==> src/rtl/param_trigger_cache_pkg.sv <==
// Shared FSM encoding and reset constants for the trigger-surround capture block.
package param_trigger_cache_pkg;

  typedef logic [1:0] state_t;

  localparam state_t StIdle    = 2'd0;
  localparam state_t StRunning = 2'd1;
  localparam state_t StPost    = 2'd2;
  localparam state_t StSend    = 2'd3;

  localparam state_t StateRst = StIdle;
  localparam logic   FlagRst  = 1'b0;

endpackage

==> src/rtl/ptc_ring_ram.sv <==
// Ring buffer storage: one write port and one registered read port; contents are not reset.
module ptc_ring_ram #(
  parameter int unsigned DATA_W = 8,
  parameter int unsigned DEPTH  = 32,
  localparam int unsigned PTR_W = $clog2(DEPTH)
) (
  input  logic              clk,
  input  logic              we,
  input  logic [PTR_W-1:0]  waddr,
  input  logic [DATA_W-1:0] wdata,
  input  logic              re,
  input  logic [PTR_W-1:0]  raddr,
  output logic [DATA_W-1:0] rdata
);

  logic [DATA_W-1:0] mem [DEPTH];

  always_ff @(posedge clk) begin
    if (we) mem[waddr] <= wdata;
    if (re) rdata <= mem[raddr];
  end

endmodule

==> src/rtl/param_trigger_cache.sv <==
// Trigger-surround ADC capture into a ring buffer, then MSB-first serial readout of the window.
// Optional rising-edge trigger qualification: define PARAM_TRIGGER_CACHE_EDGE_TRIG_EN.
module param_trigger_cache
  import param_trigger_cache_pkg::*;
#(
  parameter int unsigned DATA_W  = 8,
  parameter int unsigned DEPTH   = 32,
  parameter int unsigned TIMER_W = 32,
  localparam int unsigned PTR_W  = $clog2(DEPTH)
) (
  input  logic               clk,
  input  logic               reset,
  input  logic               start,
  input  logic [DATA_W-1:0]  adc_data,
  input  logic               adc_valid,
  input  logic [DATA_W-1:0]  threshold,
  input  logic [PTR_W-1:0]   pre_count,
  output logic               trd,
  output logic               cd,
  output logic [TIMER_W-1:0] trigtm,
  output logic               sd,
  output logic               sd_valid,
  output logic               busy
);

  localparam int unsigned BIT_W  = (DATA_W > 1) ? $clog2(DATA_W) : 1;
  localparam int unsigned FILL_W = PTR_W + 1;

  localparam logic [PTR_W-1:0]  PtrLast  = PTR_W'(DEPTH - 1);
  localparam logic [FILL_W-1:0] FillFull = FILL_W'(DEPTH);
  localparam logic [BIT_W-1:0]  BitLast  = BIT_W'(DATA_W - 1);

  state_t              state_q, state_d;
  logic [PTR_W-1:0]    pre_q, pre_d;
  logic [PTR_W-1:0]    wr_ptr_q, wr_ptr_d;
  logic [PTR_W-1:0]    rd_ptr_q, rd_ptr_d;
  logic [PTR_W-1:0]    trig_ptr_q, trig_ptr_d;
  logic [PTR_W-1:0]    post_cnt_q, post_cnt_d;
  logic [PTR_W-1:0]    word_cnt_q, word_cnt_d;
  logic [FILL_W-1:0]   fill_cnt_q, fill_cnt_d;
  logic [BIT_W-1:0]    bit_idx_q, bit_idx_d;
  logic [DATA_W-1:0]   shift_q, shift_d;
  logic [TIMER_W-1:0]  timer_q, timer_d;
  logic [TIMER_W-1:0]  trigtm_q, trigtm_d;
  logic                trd_q, trd_d;
  logic                cd_q, cd_d;
  logic                sd_valid_q, sd_valid_d;

  logic                ram_we;
  logic                ram_re;
  logic [DATA_W-1:0]   ram_rdata;
  logic [DATA_W-1:0]   cur_word;
  logic                level_hit;
  logic                trig_hit;

  ptc_ring_ram #(
    .DATA_W (DATA_W),
    .DEPTH  (DEPTH)
  ) u_ring_ram (
    .clk   (clk),
    .we    (ram_we),
    .waddr (wr_ptr_q),
    .wdata (adc_data),
    .re    (ram_re),
    .raddr (rd_ptr_q),
    .rdata (ram_rdata)
  );

  assign ram_we    = adc_valid && ((state_q == StRunning) || (state_q == StPost));
  assign level_hit = adc_valid && (adc_data >= threshold) && (fill_cnt_q >= {1'b0, pre_q});

`ifdef PARAM_TRIGGER_CACHE_EDGE_TRIG_EN
  // Set only after a valid sample below threshold, so the first sample after start cannot fire.
  logic prev_below_q, prev_below_d;
  assign trig_hit = level_hit && prev_below_q;
`else
  assign trig_hit = level_hit;
`endif

  // First bit of each word comes straight from the RAM output; the rest from the shifter.
  assign cur_word = (bit_idx_q == '0) ? ram_rdata : shift_q;

  always_comb begin
    state_d    = state_q;
    pre_d      = pre_q;
    wr_ptr_d   = wr_ptr_q;
    rd_ptr_d   = rd_ptr_q;
    trig_ptr_d = trig_ptr_q;
    post_cnt_d = post_cnt_q;
    word_cnt_d = word_cnt_q;
    fill_cnt_d = fill_cnt_q;
    bit_idx_d  = bit_idx_q;
    shift_d    = shift_q;
    timer_d    = timer_q;
    trigtm_d   = trigtm_q;
    trd_d      = trd_q;
    cd_d       = cd_q;
    sd_valid_d = sd_valid_q;
    ram_re     = 1'b0;
`ifdef PARAM_TRIGGER_CACHE_EDGE_TRIG_EN
    prev_below_d = prev_below_q;
`endif

    case (state_q)
      StIdle: begin
        if (start) begin
          state_d    = StRunning;
          pre_d      = pre_count;
          trd_d      = 1'b0;
          cd_d       = 1'b0;
          trigtm_d   = '0;
          wr_ptr_d   = '0;
          fill_cnt_d = '0;
          timer_d    = '0;
`ifdef PARAM_TRIGGER_CACHE_EDGE_TRIG_EN
          prev_below_d = 1'b0;
`endif
        end
      end

      StRunning: begin
        timer_d = timer_q + TIMER_W'(1);
        if (adc_valid) begin
          wr_ptr_d = wr_ptr_q + PTR_W'(1);
          if (fill_cnt_q < FillFull) fill_cnt_d = fill_cnt_q + FILL_W'(1);
`ifdef PARAM_TRIGGER_CACHE_EDGE_TRIG_EN
          prev_below_d = (adc_data < threshold);
`endif
        end
        if (trig_hit) begin
          trig_ptr_d = wr_ptr_q;
          trigtm_d   = timer_q;
          trd_d      = 1'b1;
          post_cnt_d = PtrLast - pre_q;
          if (pre_q == PtrLast) begin
            state_d  = StSend;
            rd_ptr_d = wr_ptr_q - pre_q;
          end else begin
            state_d = StPost;
          end
        end
      end

      StPost: begin
        if (adc_valid) begin
          wr_ptr_d   = wr_ptr_q + PTR_W'(1);
          post_cnt_d = post_cnt_q - PTR_W'(1);
          if (post_cnt_q == PTR_W'(1)) begin
            state_d  = StSend;
            rd_ptr_d = trig_ptr_q - pre_q;
          end
        end
      end

      StSend: begin
        if (!sd_valid_q) begin
          // Prefetch cycle: the first word lands on the RAM output as the first bit goes out.
          ram_re     = 1'b1;
          rd_ptr_d   = rd_ptr_q + PTR_W'(1);
          sd_valid_d = 1'b1;
          bit_idx_d  = '0;
          word_cnt_d = '0;
        end else begin
          shift_d = cur_word << 1;
          if (bit_idx_q == BitLast) begin
            bit_idx_d = '0;
            if (word_cnt_q == PtrLast) begin
              sd_valid_d = 1'b0;
              cd_d       = 1'b1;
              state_d    = StIdle;
            end else begin
              word_cnt_d = word_cnt_q + PTR_W'(1);
              ram_re     = 1'b1;
              rd_ptr_d   = rd_ptr_q + PTR_W'(1);
            end
          end else begin
            bit_idx_d = bit_idx_q + BIT_W'(1);
          end
        end
      end

      default: state_d = StIdle;
    endcase
  end

  always_ff @(posedge clk) begin
    if (reset) begin
      state_q    <= StateRst;
      pre_q      <= '0;
      wr_ptr_q   <= '0;
      rd_ptr_q   <= '0;
      trig_ptr_q <= '0;
      post_cnt_q <= '0;
      word_cnt_q <= '0;
      fill_cnt_q <= '0;
      bit_idx_q  <= '0;
      shift_q    <= '0;
      timer_q    <= '0;
      trigtm_q   <= '0;
      trd_q      <= FlagRst;
      cd_q       <= FlagRst;
      sd_valid_q <= FlagRst;
    end else begin
      state_q    <= state_d;
      pre_q      <= pre_d;
      wr_ptr_q   <= wr_ptr_d;
      rd_ptr_q   <= rd_ptr_d;
      trig_ptr_q <= trig_ptr_d;
      post_cnt_q <= post_cnt_d;
      word_cnt_q <= word_cnt_d;
      fill_cnt_q <= fill_cnt_d;
      bit_idx_q  <= bit_idx_d;
      shift_q    <= shift_d;
      timer_q    <= timer_d;
      trigtm_q   <= trigtm_d;
      trd_q      <= trd_d;
      cd_q       <= cd_d;
      sd_valid_q <= sd_valid_d;
    end
  end

`ifdef PARAM_TRIGGER_CACHE_EDGE_TRIG_EN
  always_ff @(posedge clk) begin
    if (reset) prev_below_q <= FlagRst;
    else       prev_below_q <= prev_below_d;
  end
`endif

  assign trd      = trd_q;
  assign cd       = cd_q;
  assign trigtm   = trigtm_q;
  assign sd_valid = sd_valid_q;
  assign sd       = sd_valid_q & cur_word[DATA_W-1];
  assign busy     = (state_q != StIdle);

endmodule

==> config.mk <==
export PLATFORM = sky130hd
export DESIGN_NAME = param_trigger_cache
export DESIGN_NICKNAME = d
export VERILOG_FILES = /design/src/rtl/param_trigger_cache_pkg.sv /design/src/rtl/ptc_ring_ram.sv /design/src/rtl/param_trigger_cache.sv
export SDC_FILE = /design/constraint.sdc
export NUM_CORES = 1
export LEC_CHECK = 0
export BUFFER_PORTS_ARGS = -buffer_cell sky130_fd_sc_hd__buf_4
export CAP_MARGIN = 25
export CORE_MARGIN = 2
export CORE_UTILIZATION = 40
export CTS_CLUSTER_DIAMETER = 150
export CTS_CLUSTER_SIZE = 12
export DETAILED_ROUTE_END_ITERATION = 10
export MAX_ROUTING_LAYER = met4
export PLACE_DENSITY = 0.61
export SETUP_SLACK_MARGIN = 0.15
export SYNTH_ARGS = -nofsm -noshare
export SYNTH_HDL_FRONTEND = slang
export SYNTH_SLANG_ARGS = --single-unit
==> constraint.sdc <==
create_clock -name clk -period 3.13 [get_ports clk]
set_clock_uncertainty 0.15 [all_clocks]
set_input_delay 0.626 -clock clk [delete_from_list [all_inputs] [get_ports clk]]
set_output_delay 0.626 -clock clk [all_outputs]
set_load 0.01 [all_outputs]
==> flow_results.org, run 1 <==
** Outcome
- Result of the run :: complete, no violations

** Logic synthesis
- Of the post-synthesis cell area, the dominant cell type holds 0.506.
- Cell taking the most area after synthesis :: sky130_fd_sc_hd__edfxtp_1
- Yosys printed 0 warnings.
- Counting flops with an async set or reset pin after synthesis yields a share of 0.
- Cell count after synthesis :: 1030
- After synthesis the netlist holds a flip-flop and latch count of 379.
- After synthesis, the mean cell area works out to 15.2 µm².
- Cell area after synthesis :: 15700 µm²
- Count of different cell masters after synthesis :: 60
- The share of the Yosys chip area taken by registers is 0.653.
- Number of flops mapped to enable cells by yosys :: 264
- Net count after synthesis :: 1091
- After synthesis, the cell types taking the most area are sky130_fd_sc_hd__edfxtp_1 (51%), sky130_fd_sc_hd__dfxtp_1 (15%), sky130_fd_sc_hd__mux4_2 (11%), sky130_fd_sc_hd__ha_1 (2.8%), sky130_fd_sc_hd__nor2_1 (2.5%).
- For this run, the leading register cell type out of synthesis is sky130_fd_sc_hd__edfxtp_1.

** Timing
- Of the available clock period, the critical path in the final layout requires 0.872.
- Final Hold Fails :: 0
- At the pin with the least slew margin, the transition time is 0.560 ns.
- Setup violations remaining at the end of the flow were counted as 0.
- Headroom to the max-slew limit came out at 0.623.
- After layout, the minimum clock period comes to 2.73 ns.
- The number of max-slew violations in the final report is 0.
- Setup slack on the critical path of the routed design comes to 0.401 ns.
- Setup repair after global routing left no endpoint under its margin.
- Derived from the worst setup path, the maximum achievable clock frequency is 0.366 GHz.

** Final layout
- From synthesis to final layout, the design area changed by 15.8%.
- Leaving out fill and tap cells, the most frequent cell in the layout is sky130_fd_sc_hd__edfxtp_1.
- In the final layout, the share of cells above drive strength 1 is 0.236.
- Leaving out fill and tap cells, the most frequent cells in the layout are sky130_fd_sc_hd__edfxtp_1 (264), sky130_fd_sc_hd__buf_4 (121), sky130_fd_sc_hd__dfxtp_1 (113).
- The layout has 3341 filler cells.
- For this run, the post-layout net count is 1202.

** Critical path
- The worst setup path is of the flop to primary output kind.
- The worst setup path is launched from a flop.
- Measured in cells, the most critical reg-to-reg path has a length of 9.
- On the critical path, the stage with the largest delay is an instance of sky130_fd_sc_hd__dfxtp_1.
- Data on the critical path arrives at its endpoint at 1.95 ns.
- Worst setup startpoint :: bit_idx_q[0]
- In this run the critical register-to-register path is captured at rd_ptr_q[3].
- The critical path goes through inv_1 -> ha_1 -> nor2b_4 -> mux2i_1 -> nor2b_1 -> buf_4.
- Setup crit end kind :: primary output
- Crit-path max cell delay :: 0.34 ns
- Along the worst path, the maximum fanout reaches 8.
- The worst register-to-register path begins at word_cnt_q[0].
- CP Capture Point :: sd
- For the worst setup path, the data required time is 2.35 ns.
- Internal reg-to-reg setup slack :: 0.50 ns

** Placement
- Place WS :: 0.0546 ns
- At the end of routability-driven placement, the weighted congestion stood at 0.815.
- The HPWL after detailed placement is 22300 µm.
- Buffers placed on the I/O ports in this run total 61.

** Global routing
- Aggregate global routing overflow :: 0
- The initial antenna violation count was 1.
- Total GRT Usage :: 0.171
- Via count of the first global-routing pass :: 8832
- Maximum number of pins on one net before global-route repair :: 37
- The first global-routing pass estimated 52300 µm of wire.

** Hold path
- The tightest min-delay check is of the input pin to flop type.
- Counting instances, the worst hold path has a depth of 3.

** Pwr
- The worst-case IR drop observed on VDD is 404 µV.
- Total chip power :: 12.7 mW
- Pwr Density :: 700 nW/µm²
- Summed over all cells, the static leakage comes to 6.19 nW.

** Detailed routing
- Number of vias after detailed routing :: 8894
- Number of nets with antenna violations after detailed routing :: 0
- Final routed wirelength across all metal layers :: 32800 µm
- After detailed routing, the number of vias per cell comes to 5.31.
- Number of DRC markers after the initial detailed-route iteration :: 620
- DRC Markers :: 0
- Dividing the detail-routed wire length by the instance count gives 19.6 µm.
- The first TritonRoute pass finished after 5 iterations.

** Clock tree
- The H-tree was split into 2 levels.
- Clock sink count :: 379
- Post-CTS clock slew at the launch and capture registers of the worst setup and hold paths :: 0.06 ns
- Number of buffers created by CTS :: 37
- In this run, post-CTS hold repair placed 0 buffers.
- The later pin in the worst-skew pair is clocked with a latency of 0.54 ns.
- TritonCTS built the clock tree.
- Largest buffer count on any clock path :: 3
- CTS placed an instance of sky130_fd_sc_hd__clkbuf_16 at the clock tree root.

** Floorplan
- Die ar. :: 40800 µm²
- Die span in y :: 202 µm
- The floorplan has 72 rows.
- The die is 202 µm wide.
- Starting utilization of the core area :: 0.406
- For this design the top-level I/O count stands at 62.
- Core region area :: 38600 µm²

** Flow run
- Total of max-cap violations :: 0
==> through the flow <==
step                cell area, µm²  std cells  TNS [ns]  utilization  hold slack (ns)
floorplan                    15700       1030         0            -            0.295
global placement             17100       1618     -4.60        0.442            0.304
detailed placement           17100       1619         0        0.443            0.312
CTS                          18100       1674         0        0.469            0.167
global route                 18200       1676         0        0.470            0.199
finish                       18200       1676         0        0.470            0.201
==> power breakdown <==
group / switching [mW] / internal (mW)
Sequential: 0.182 / 5.54
Clock: 1.80 / 2.18
Combinational: 1.62 / 1.39
==> layout make-up <==
class | instances | area [µm²] | area share
clock buffer | 51 | 978 | 0.0539
sequential | 379 | 10200 | 0.564
timing repair buffer | 128 | 1040 | 0.0575
inverter | 25 | 93.8 | 0.00517
antenna | 1 | 2.50 | 0.000138
multi-input combinational | 570 | 5110 | 0.281
tap | 518 | 648 | 0.0357
clock inverter | 4 | 48.8 | 0.00269
==> flip-flops by register name, indices dropped and copies added, names as in the netlist <==
name / cells
word_cnt_q: 5
wr_ptr_q: 5
fill_cnt_q: 6
post_cnt_q: 5
pre_q: 5
u_ring_ram.rdata: 8
cd: 1
timer_q: 32
bit_idx_q: 3
sd_valid: 1
u_ring_ram.mem: 256
trig_ptr_q: 5
state_q: 2
rd_ptr_q: 5
shift_q: 7
trd: 1
trigtm: 32
==> worst max-delay path: cells and delay by family, from the launching register on <==
family	cells	cell delay [ns]
multiplexers	1	0.32
flip-flops	1	0.34
adder cells (fa/ha/maj)	1	0.14
AND/OR/NAND/NOR	2	0.39
buffers and inverters	2	0.23
==> repair_timing <==
item | 4_1_cts | 5_1_grt
resized for setup | 1 | 2
buffers inserted | 0 | 1
endpoints found under the hold margin | 0 | 0
endpoints found under the setup margin | 1 | 18
pin swaps | 0 | 1
==> logic make-up after synthesis <==
family,share of synthesized area
flip-flops,0.653
AND/OR/NAND/NOR,0.0798
AO/OA/AOI/OAI,0.0558
multiplexers,0.139
buffers and inverters,0.0227
XOR/XNOR,0.0212
adder cells (fa/ha/maj),0.0292
==> layer usage <==
layer / up-vias / wire (µm) / GRT usage / share of wire
li1: 4171 / - / - / -
met1: 4495 / 15400 / 0.236 / 0.47
met2: 184 / 15300 / 0.262 / 0.47
met3: 44 / 1500 / 0.0332 / 0.046
met4: 0 / 603 / 0.0418 / 0.018
met5: - / 0 / - / 0
==> worst min path at each step <==
stage / from / end / slack, ns
2_1_floorplan: shift_q[1] / shift_q[1] / 0.29
3_3_place_gp: shift_q[1] / shift_q[1] / 0.30
3_5_place_dp: trigtm[29] / trigtm[29] / 0.31
4_1_cts: pre_count[0] / pre_q[0] / 0.17
5_1_grt: pre_count[3] / pre_q[3] / 0.20
6_report: pre_count[0] / pre_q[0] / 0.20
==> cell usage after synthesis, types with 4 or more instances <==
cell                       count
sky130_fd_sc_hd__a211oi_1     10
sky130_fd_sc_hd__a21oi_1      31
sky130_fd_sc_hd__a22o_1       32
sky130_fd_sc_hd__a22oi_1       7
sky130_fd_sc_hd__a31oi_1       7
sky130_fd_sc_hd__and3_1       10
sky130_fd_sc_hd__and4_1        5
sky130_fd_sc_hd__buf_1         9
sky130_fd_sc_hd__buf_2        14
sky130_fd_sc_hd__buf_6         4
sky130_fd_sc_hd__clkbuf_1     28
sky130_fd_sc_hd__dfxtp_1     115
sky130_fd_sc_hd__edfxtp_1    264
sky130_fd_sc_hd__ha_1         35
sky130_fd_sc_hd__inv_1        24
sky130_fd_sc_hd__mux2_2       10
sky130_fd_sc_hd__mux2i_1      26
sky130_fd_sc_hd__mux4_2       80
sky130_fd_sc_hd__nand2_1      37
sky130_fd_sc_hd__nand2b_1      9
sky130_fd_sc_hd__nand3_1      39
sky130_fd_sc_hd__nand3b_1      6
sky130_fd_sc_hd__nand4_1       9
sky130_fd_sc_hd__nor2_1      104
sky130_fd_sc_hd__nor2b_1       9
sky130_fd_sc_hd__nor3_1        8
sky130_fd_sc_hd__o21ai_0      11
sky130_fd_sc_hd__or3_1         6
sky130_fd_sc_hd__xnor2_1      13
sky130_fd_sc_hd__xor2_1       25
No activity file was read; power rests on OpenSTA's default activity.
==> run 2, diff against run 1 <==
- REMOVE_ABC_BUFFERS: default -> 1
==> run 2 against run 1 <==
  * Register-to-register slack got worse by 0.14 ns
  * Core utilization rose by 0.16 points
  * Maximum frequency is 1.4% lower
  * Combinational power is essentially flat
  * Via count is 0.39% lower
  * Setup slack lost 0.038 ns
  * Clock power grew 2%
  * Critical path depth increased by 3
  * Flip-flop and latch count did not move
  * Non-clock buffer count increased by 2
  * Hold slack lost 0.026 ns
  * Routed wire length rose by 1.7%
  * Critical endpoint is now trigtm[22]
  * Highest routed layer unchanged
==> flow_results.org, run 2 (synthesis gave the netlist of run 1 again) <==
** Floorplan
- The initial core utilization came to 0.406 (unchanged).
- Die Width :: 202 µm (unchanged)
- The placeable core region is 38600 µm² (unchanged).
- The vertical die dimension is 202 µm (unchanged).
- The total die area is 40800 µm² (unchanged).
- The number of top-level design ports is 62 (unchanged).
- The number of placement rows is 72 (unchanged).

** Critical path
- Critical path start-end classification :: flop to flop
- The required arrival time at the worst endpoint is 3.48 ns (+1.13 ns).
- Element type at the critical path start :: flop
- Highest fanout seen on the critical path :: 19 (+11)
- Data arrival, critical path :: 3.11 ns (+1.16 ns)
- Setup crit end kind :: flop

** Detailed routing
- The number of DRC violations after detailed routing is 0 (unchanged).
- The number of iterations in the first detailed-routing pass came to 5 (unchanged).
- Number of nets with antenna violations after detailed routing :: 0 (unchanged)
- Number of vias after detailed routing :: 8859 (-0.39%)
- The final wirelength was 33400 µm (+1.7%).
- The iteration-0 DRC count of the detailed router came to 574 (-7.4%).
- Avg Vias per Cell :: 5.27 (-0.63%)
- Final routed wire length divided by cell count :: 19.9 µm (+1.4%)

** Clock tree
- Clock tree from TritonCTS :: built
- The largest buffer count on any clock path was 3 (unchanged).
- H-Tree Depth :: 2 (unchanged)
- Post-CTS clock slew at the launch and capture registers of the worst setup and hold paths :: 0.06 ns (about the same)
- Number of buffers created by CTS :: 37 (unchanged)
- The count of clock tree sinks is 379 (unchanged).
- The latest clock arrival within the worst-skew pair is 0.57 ns (+0.03 ns).
- In this run the clock root is driven by a sky130_fd_sc_hd__clkbuf_16.

** Flow run
- Total of max-cap violations :: 0 (unchanged)

** Final layout
- The design area is 18200 µm² (+0.33%).
- Finished Core Util :: 0.471 (+0.00155)
- Leaving out fill and tap cells, the most frequent cell in the layout is sky130_fd_sc_hd__edfxtp_1.
- Synthesis-to-finish area growth :: 16.2%
- Non-filler cells, final :: 1680 (+0.24%)
- u_ring_ram.mem holds more flip-flops than any other register.
- Share of post-route cells with drive strength above 1 :: 0.239 (+0.00263)
- Net count reported at finish :: 1204 (+0.17%)
- Flip-flop count of the largest register after layout :: 256 (unchanged)
- Most frequent cells in the layout :: sky130_fd_sc_hd__edfxtp_1 (264), sky130_fd_sc_hd__buf_4 (123), sky130_fd_sc_hd__dfxtp_1 (113)

** Pwr
- The internal power consumption was 9.18 mW (+0.74%).
- The power share of the combinational group is 0.236 (about the same).
- The power density over the cells is 704 nW/µm² (+0.59%).
- Clk network pwr share :: 0.317 (+0.004)
- The power dissipated by switching net loads is 3.65 mW (+1.4%).
- The portion of total power attributed to sequential cells came to 0.448 (-0.002).
- Sw Ratio :: 0.285 (+0.00129)
- The worst ir drop on vdd was 363 µV (-10%).
- The reported leakage power was 6.22 nW (+0.44%).

** Timing
- The post-route worst hold slack was 0.175 ns (-0.0261 ns).
- The setup violation total in the final timing report is 0 (unchanged).
- The relative slew slack was 0.576 (-0.0471).
- Final Hold Fails :: 0 (unchanged)
- The number of max-slew violations in the final report came to 0 (unchanged).
- Setup repair after global routing left no endpoint under its margin.
- Highest clock rate :: 0.361 GHz (-1.4%)
- The final period demand of the worst path was 2.77 ns (+0.0378 ns).
- The worst setup slack after layout was 0.363 ns (-0.0378 ns).
- The share of the clock period used by the worst path is 0.884 (+0.0121).
- The slew of the pin with the lowest slew margin is 0.635 ns (+0.0746 ns).

** Global routing
- The combined global-route utilization of all metal layers is 0.173 (+0.00185).
- The initial antenna violation count is 1 (unchanged).
- Maximum number of pins on one net before global-route repair :: 44 (+19%)
- The number of global-route vias before repair came to 8853 (+0.24%).
- The first-pass GRT wire length was 52300 µm (about the same).
- The global route total overflow came to 0 (unchanged).

** Placement
- The number of port buffers came to 61 (unchanged).
- The final HPWL from detailed placement was 22400 µm (about the same).
- The post-placement setup slack came to 0.0609 ns (+0.00635 ns).
- Number of cells after detailed placement :: 1622 (+0.19%)
- Gpl congestion :: 0.801 (-1.8%)
- Cell area reported after detailed placement :: 17100 µm² (+0.20%)

** Outcome
- Result of the run :: complete, no violations

** Hold path
- Hold crit path type :: input pin to flop
## run 2: stage by stage
| stage | total power [mW] | TNS (ns) |
|---|---|---|
| 3_3_place_gp | 8.85 | -3.60 |
| 5_1_grt | 13.4 | 0 |
| 6_report | 12.8 | 0 |
| 2_1_floorplan | 7.81 | -15.77 |
| 4_1_cts | 13.0 | 0 |
| 3_5_place_dp | 8.88 | 0 |
## run 2: metal layers
| layer | global-route usage | wire length, µm | vias up |
|---|---|---|---|
| li1 | - | - | 4177 |
| met2 | 0.266 | 15800 | 159 |
| met5 | - | 0 | - |
| met1 | 0.236 | 15500 | 4481 |
| met3 | 0.0297 | 1500 | 42 |
| met4 | 0.0509 | 575 | 0 |
## run 2: cell type report
type | instances | area [µm²]
fill | 3362 | 20400
sequential | 379 | 10200
multi-input combinational | 570 | 5110
timing repair buffer | 130 | 1060
clock buffer | 53 | 996
tap | 518 | 648
inverter | 25 | 97.6
clock inverter | 4 | 71.3
antenna | 1 | 2.50
## run 2: repair_timing
item	in CTS	in global routing
gates resized for setup	1	4
pin swaps	0	0
cloned	0	0
hold endpoints to repair	0	0
setup buffers	0	0
hold buffers	0	0
endpoints found under the setup margin	1	8
## run 2: power groups by stage
stage / logic (mW) / clock network, mW / registers (mW)
final: 3.02 / 4.07 / 5.74
after global routing: 3.28 / 4.38 / 5.76
after CTS: 3.05 / 4.19 / 5.74
after detailed placement: 3.04 / 0 / 5.84
after global placement: 3.01 / 0 / 5.84
after floorplan: 1.83 / 0 / 5.98
## run 2: path summary, 6_finish.rpt
kind	start	endpoint	slack (ns)	cells past startpoint
worst max-delay path	pre_q[1]	trigtm[22]	0.36	9
worst min-delay path	adc_data[1]	u_ring_ram.mem[1][1]	0.17	1
worst max register to register	pre_q[1]	trigtm[22]	0.36	9
worst min register to register	trigtm[9]	trigtm[9]	0.33	1
## run 2: critical path: stages, from the launching register on
cell	delay, ns
sky130_fd_sc_hd__dfxtp_1	0.42
sky130_fd_sc_hd__inv_1	0.14
sky130_fd_sc_hd__ha_1	0.30
sky130_fd_sc_hd__o211ai_1	0.08
sky130_fd_sc_hd__o21ai_1	0.19
sky130_fd_sc_hd__and2_1	0.32
sky130_fd_sc_hd__nand2_1	0.14
sky130_fd_sc_hd__nor3_4	0.55
sky130_fd_sc_hd__buf_8	0.25
sky130_fd_sc_hd__a22o_1	0.16
==> run 3, diff against run 2 <==
- CORE_UTILIZATION: 40 -> 44
- GPL_TIMING_DRIVEN: default -> 0
- PLACE_DENSITY: 0.61 -> 0.65
==> run 3 against run 2 <==
  * Highest routed layer unchanged
  * Clock-buffer cell count stayed put
  * First-iteration DRC count rose by 37%
  * Sequential share of layout area is 1.6 points higher
  * Maximum frequency is 2.0% lower
  * Setup slack got worse by 0.056 ns
  * Design area shrank 2.7%
  * Via count down 1.4%
  * Hold slack better by 0.023 ns
==> flow_results.org, run 3 (synthesis gave the netlist of run 1 again) <==
** Outcome
- Result of the run :: complete, no violations

** Hold path
- The startpoint identified for the worst hold timing path is pre_count[3].
- Hold crit path type :: input pin to flop

** Floorplan
- Die ar. :: 37200 µm² (-8.9%)
- The number of top-level design ports came to 62 (unchanged).
- Core region area :: 35300 µm² (-8.6%)
- The number of placement rows came to 69 (-4.2%).
- Die span in y :: 193 µm (-4.6%)
- The horizontal die dimension came to 193 µm (-4.6%).
- Starting utilization of the core area :: 0.444 (+0.0383)

** Critical path
- R2R cell count :: 4 (-5)
- The worst setup path is of the flop to flop kind.
- The endpoint identified for the worst register-to-register timing path is u_ring_ram.mem[9][0].
- Worst endpoint required time :: 3.14 ns (-0.34 ns)
- In this run the worst setup path begins at state_q[1].
- CP Capture Point :: u_ring_ram.mem[9][0]
- Highest fanout seen on the critical path :: 9 (-10)
- Element type at the critical path start :: flop
- Data arrival, critical path :: 2.84 ns (-0.27 ns)
- The worst setup path is captured at a flop.
- The worst register-to-register path begins at state_q[1].
- Internal reg-to-reg setup slack :: 0.31 ns (-0.06 ns)

** Global routing
- Total GRT Usage :: 0.180 (+0.00755)
- Global-route wire length before repair :: 48800 µm (-6.6%)
- The initial antenna violation count is 0 (-1).
- Aggregate global routing overflow :: 0 (unchanged)
- The number of global-route vias before repair was 8445 (-4.6%).
- Maximum number of pins on one net before global-route repair :: 53 (+20%)

** Final layout
- # diodes :: 0 (-1)
- Share of post-route cells with drive strength above 1 :: 0.201 (-0.0379)
- Compared with the post-synthesis result, the final layout area differs by 13.0%.
- Flip-flop count of the largest register after layout :: 256 (unchanged)
- In the layout the commonest cells are sky130_fd_sc_hd__edfxtp_1 (264), sky130_fd_sc_hd__dfxtp_1 (113), sky130_fd_sc_hd__nor2_1 (104).
- Counting flops per register, the top entry is u_ring_ram.mem.
- The register area came to 10200 µm² (about the same).
- The library cell used most frequently in the layout, excluding fill and tap cells, is sky130_fd_sc_hd__edfxtp_1.
- The total area of multi-input combinational cells was 5140 µm² (+0.54%).
- The layout net count came to 1144 (-5.0%).
- Filler Cells Inserted :: 2950 (-12%)

** Placement
- The post-placement setup slack is -0.621 ns (-0.682 ns).
- The placer's final routability congestion estimate came to 0.774 (-3.3%).
- The number of port buffers is 61 (unchanged).
- Final HPWL from detailed placement :: 19900 µm (-11%)

** Flow run
- The max-capacitance violation count is 0 (unchanged).

** Clock tree
- Clock tree synthesis selected as its root buffer the cell sky130_fd_sc_hd__clkbuf_16.
- Number of buffers created by CTS :: 37 (unchanged)
- Clock tree from TritonCTS :: built
- The latest clock arrival within the worst-skew pair came to 0.55 ns (-0.02 ns).
- The largest buffer count on any clock path was 3 (unchanged).
- Cts hold-fix bufs :: 0 (unchanged)
- The clock-pin slew on the worst setup and hold paths was 0.07 ns (about the same).
- Clock sink count :: 379 (unchanged)
- H-Tree Depth :: 2 (unchanged)

** Timing
- RSZ-0062 raised after global routing :: true
- The slew of the pin with the lowest slew margin was 1.04 ns (+0.401 ns).
- Final max-slew violation count :: 0 (unchanged)
- Setup TNS Final :: 0 ns (unchanged)
- Post-layout worst setup margin :: 0.308 ns (-0.0556 ns)
- The number of failing hold endpoints at the final stage was 0 (unchanged).
- Highest clock rate :: 0.354 GHz (-2.0%)
- Final worst-path cycle share :: 0.902 (+0.0178)
- Setup-failing EPs final :: 0 (unchanged)
- Max-Slew Margin vs Limit :: 0.309 (-0.267)
- The final period demand of the worst path was 2.82 ns (+0.0556 ns).

** Pwr
- Maximum ir drop on the vdd rail :: 650 µV (+79%)
- Leakage power of the design :: 5.90 nW (-5.1%)
- The power density over the cells came to 716 nW/µm² (+1.7%).

** Detailed routing
- The post-detailed-route wirelength per cell was 20.5 µm (+3.2%).
- Final routed wirelength across all metal layers :: 32100 µm (-4.0%)
- The iteration-0 DRC count of the detailed router was 784 (+37%).
- The via-per-instance ratio came to 5.59 (+6.1%).
- The number of DRC violations after detailed routing was 0 (unchanged).
- Count of TritonRoute iterations in the first routing pass :: 6 (+1)
- Number of nets with antenna violations after detailed routing :: 0 (unchanged)
- The total vias in the final route is 8736 (-1.4%).
-- run 3: critical path: stages, from the launching register on --
cell and delay, ns:
sky130_fd_sc_hd__dfxtp_1 0.39, sky130_fd_sc_hd__inv_1 0.10, sky130_fd_sc_hd__ha_2 0.47, sky130_fd_sc_hd__nand3_1 0.51, sky130_fd_sc_hd__nor2_1 0.82
-- run 3: cell type report --
cell class / count / area share
Clock buffer: 53 / 0.0556
Clock inverter: 4 / 0.00417
Inverter: 25 / 0.00530
Multi-Input combinational cell: 570 / 0.290
Sequential cell: 379 / 0.578
Tap cell: 461 / 0.0326
Timing Repair Buffer: 70 / 0.0346
-- run 3: stage by stage --
step / utilization / power [mW] / instance area, µm² / instances / hold slack (ns)
floorplan: - / 7.81 / 15400 / 974 / 0.289
global placement: 0.466 / 8.72 / 16400 / 1496 / 0.306
detailed placement: 0.470 / 8.69 / 16600 / 1502 / 0.309
CTS: 0.500 / 12.8 / 17700 / 1560 / 0.178
global route: 0.502 / 13.2 / 17700 / 1562 / 0.190
finish: 0.502 / 12.7 / 17700 / 1562 / 0.198
-- run 3: report_power, final --
part / internal (mW) / switching, mW / total (mW)
registers: 5.54 / 0.319 / 5.86
clock network: 2.21 / 1.88 / 4.09
logic: 1.31 / 1.44 / 2.74
total: 9.06 / 3.63 / 12.7
-- run 3: worst min path at each step --
stage            endpoint  slack [ns]  cells past startpoint
6_report         pre_q[3]        0.20                      3
5_1_grt          pre_q[3]        0.19                      3
4_1_cts          pre_q[4]        0.18                      3
3_5_place_dp   trigtm[17]        0.31                      1
3_3_place_gp   shift_q[1]        0.31                      2
2_1_floorplan  shift_q[1]        0.29                      2
-- run 3: per-layer routing --
layer,part of all wire,vias up,wire length (µm),global-route usage
met5,0,-,0,-
met4,0.025,0,790,0.0540
met3,0.051,61,1620,0.0289
met2,0.46,217,14900,0.271
met1,0.46,4395,14800,0.253
li1,-,4063,-,-
-- run 3: repair_timing --
| action | in CTS | in global routing |
|---|---|---|
| endpoints found under the setup margin | 54 | 51 |
| buffers inserted | 1 | 2 |
| pin swaps | 1 | 2 |
| gates resized for setup | 6 | 6 |
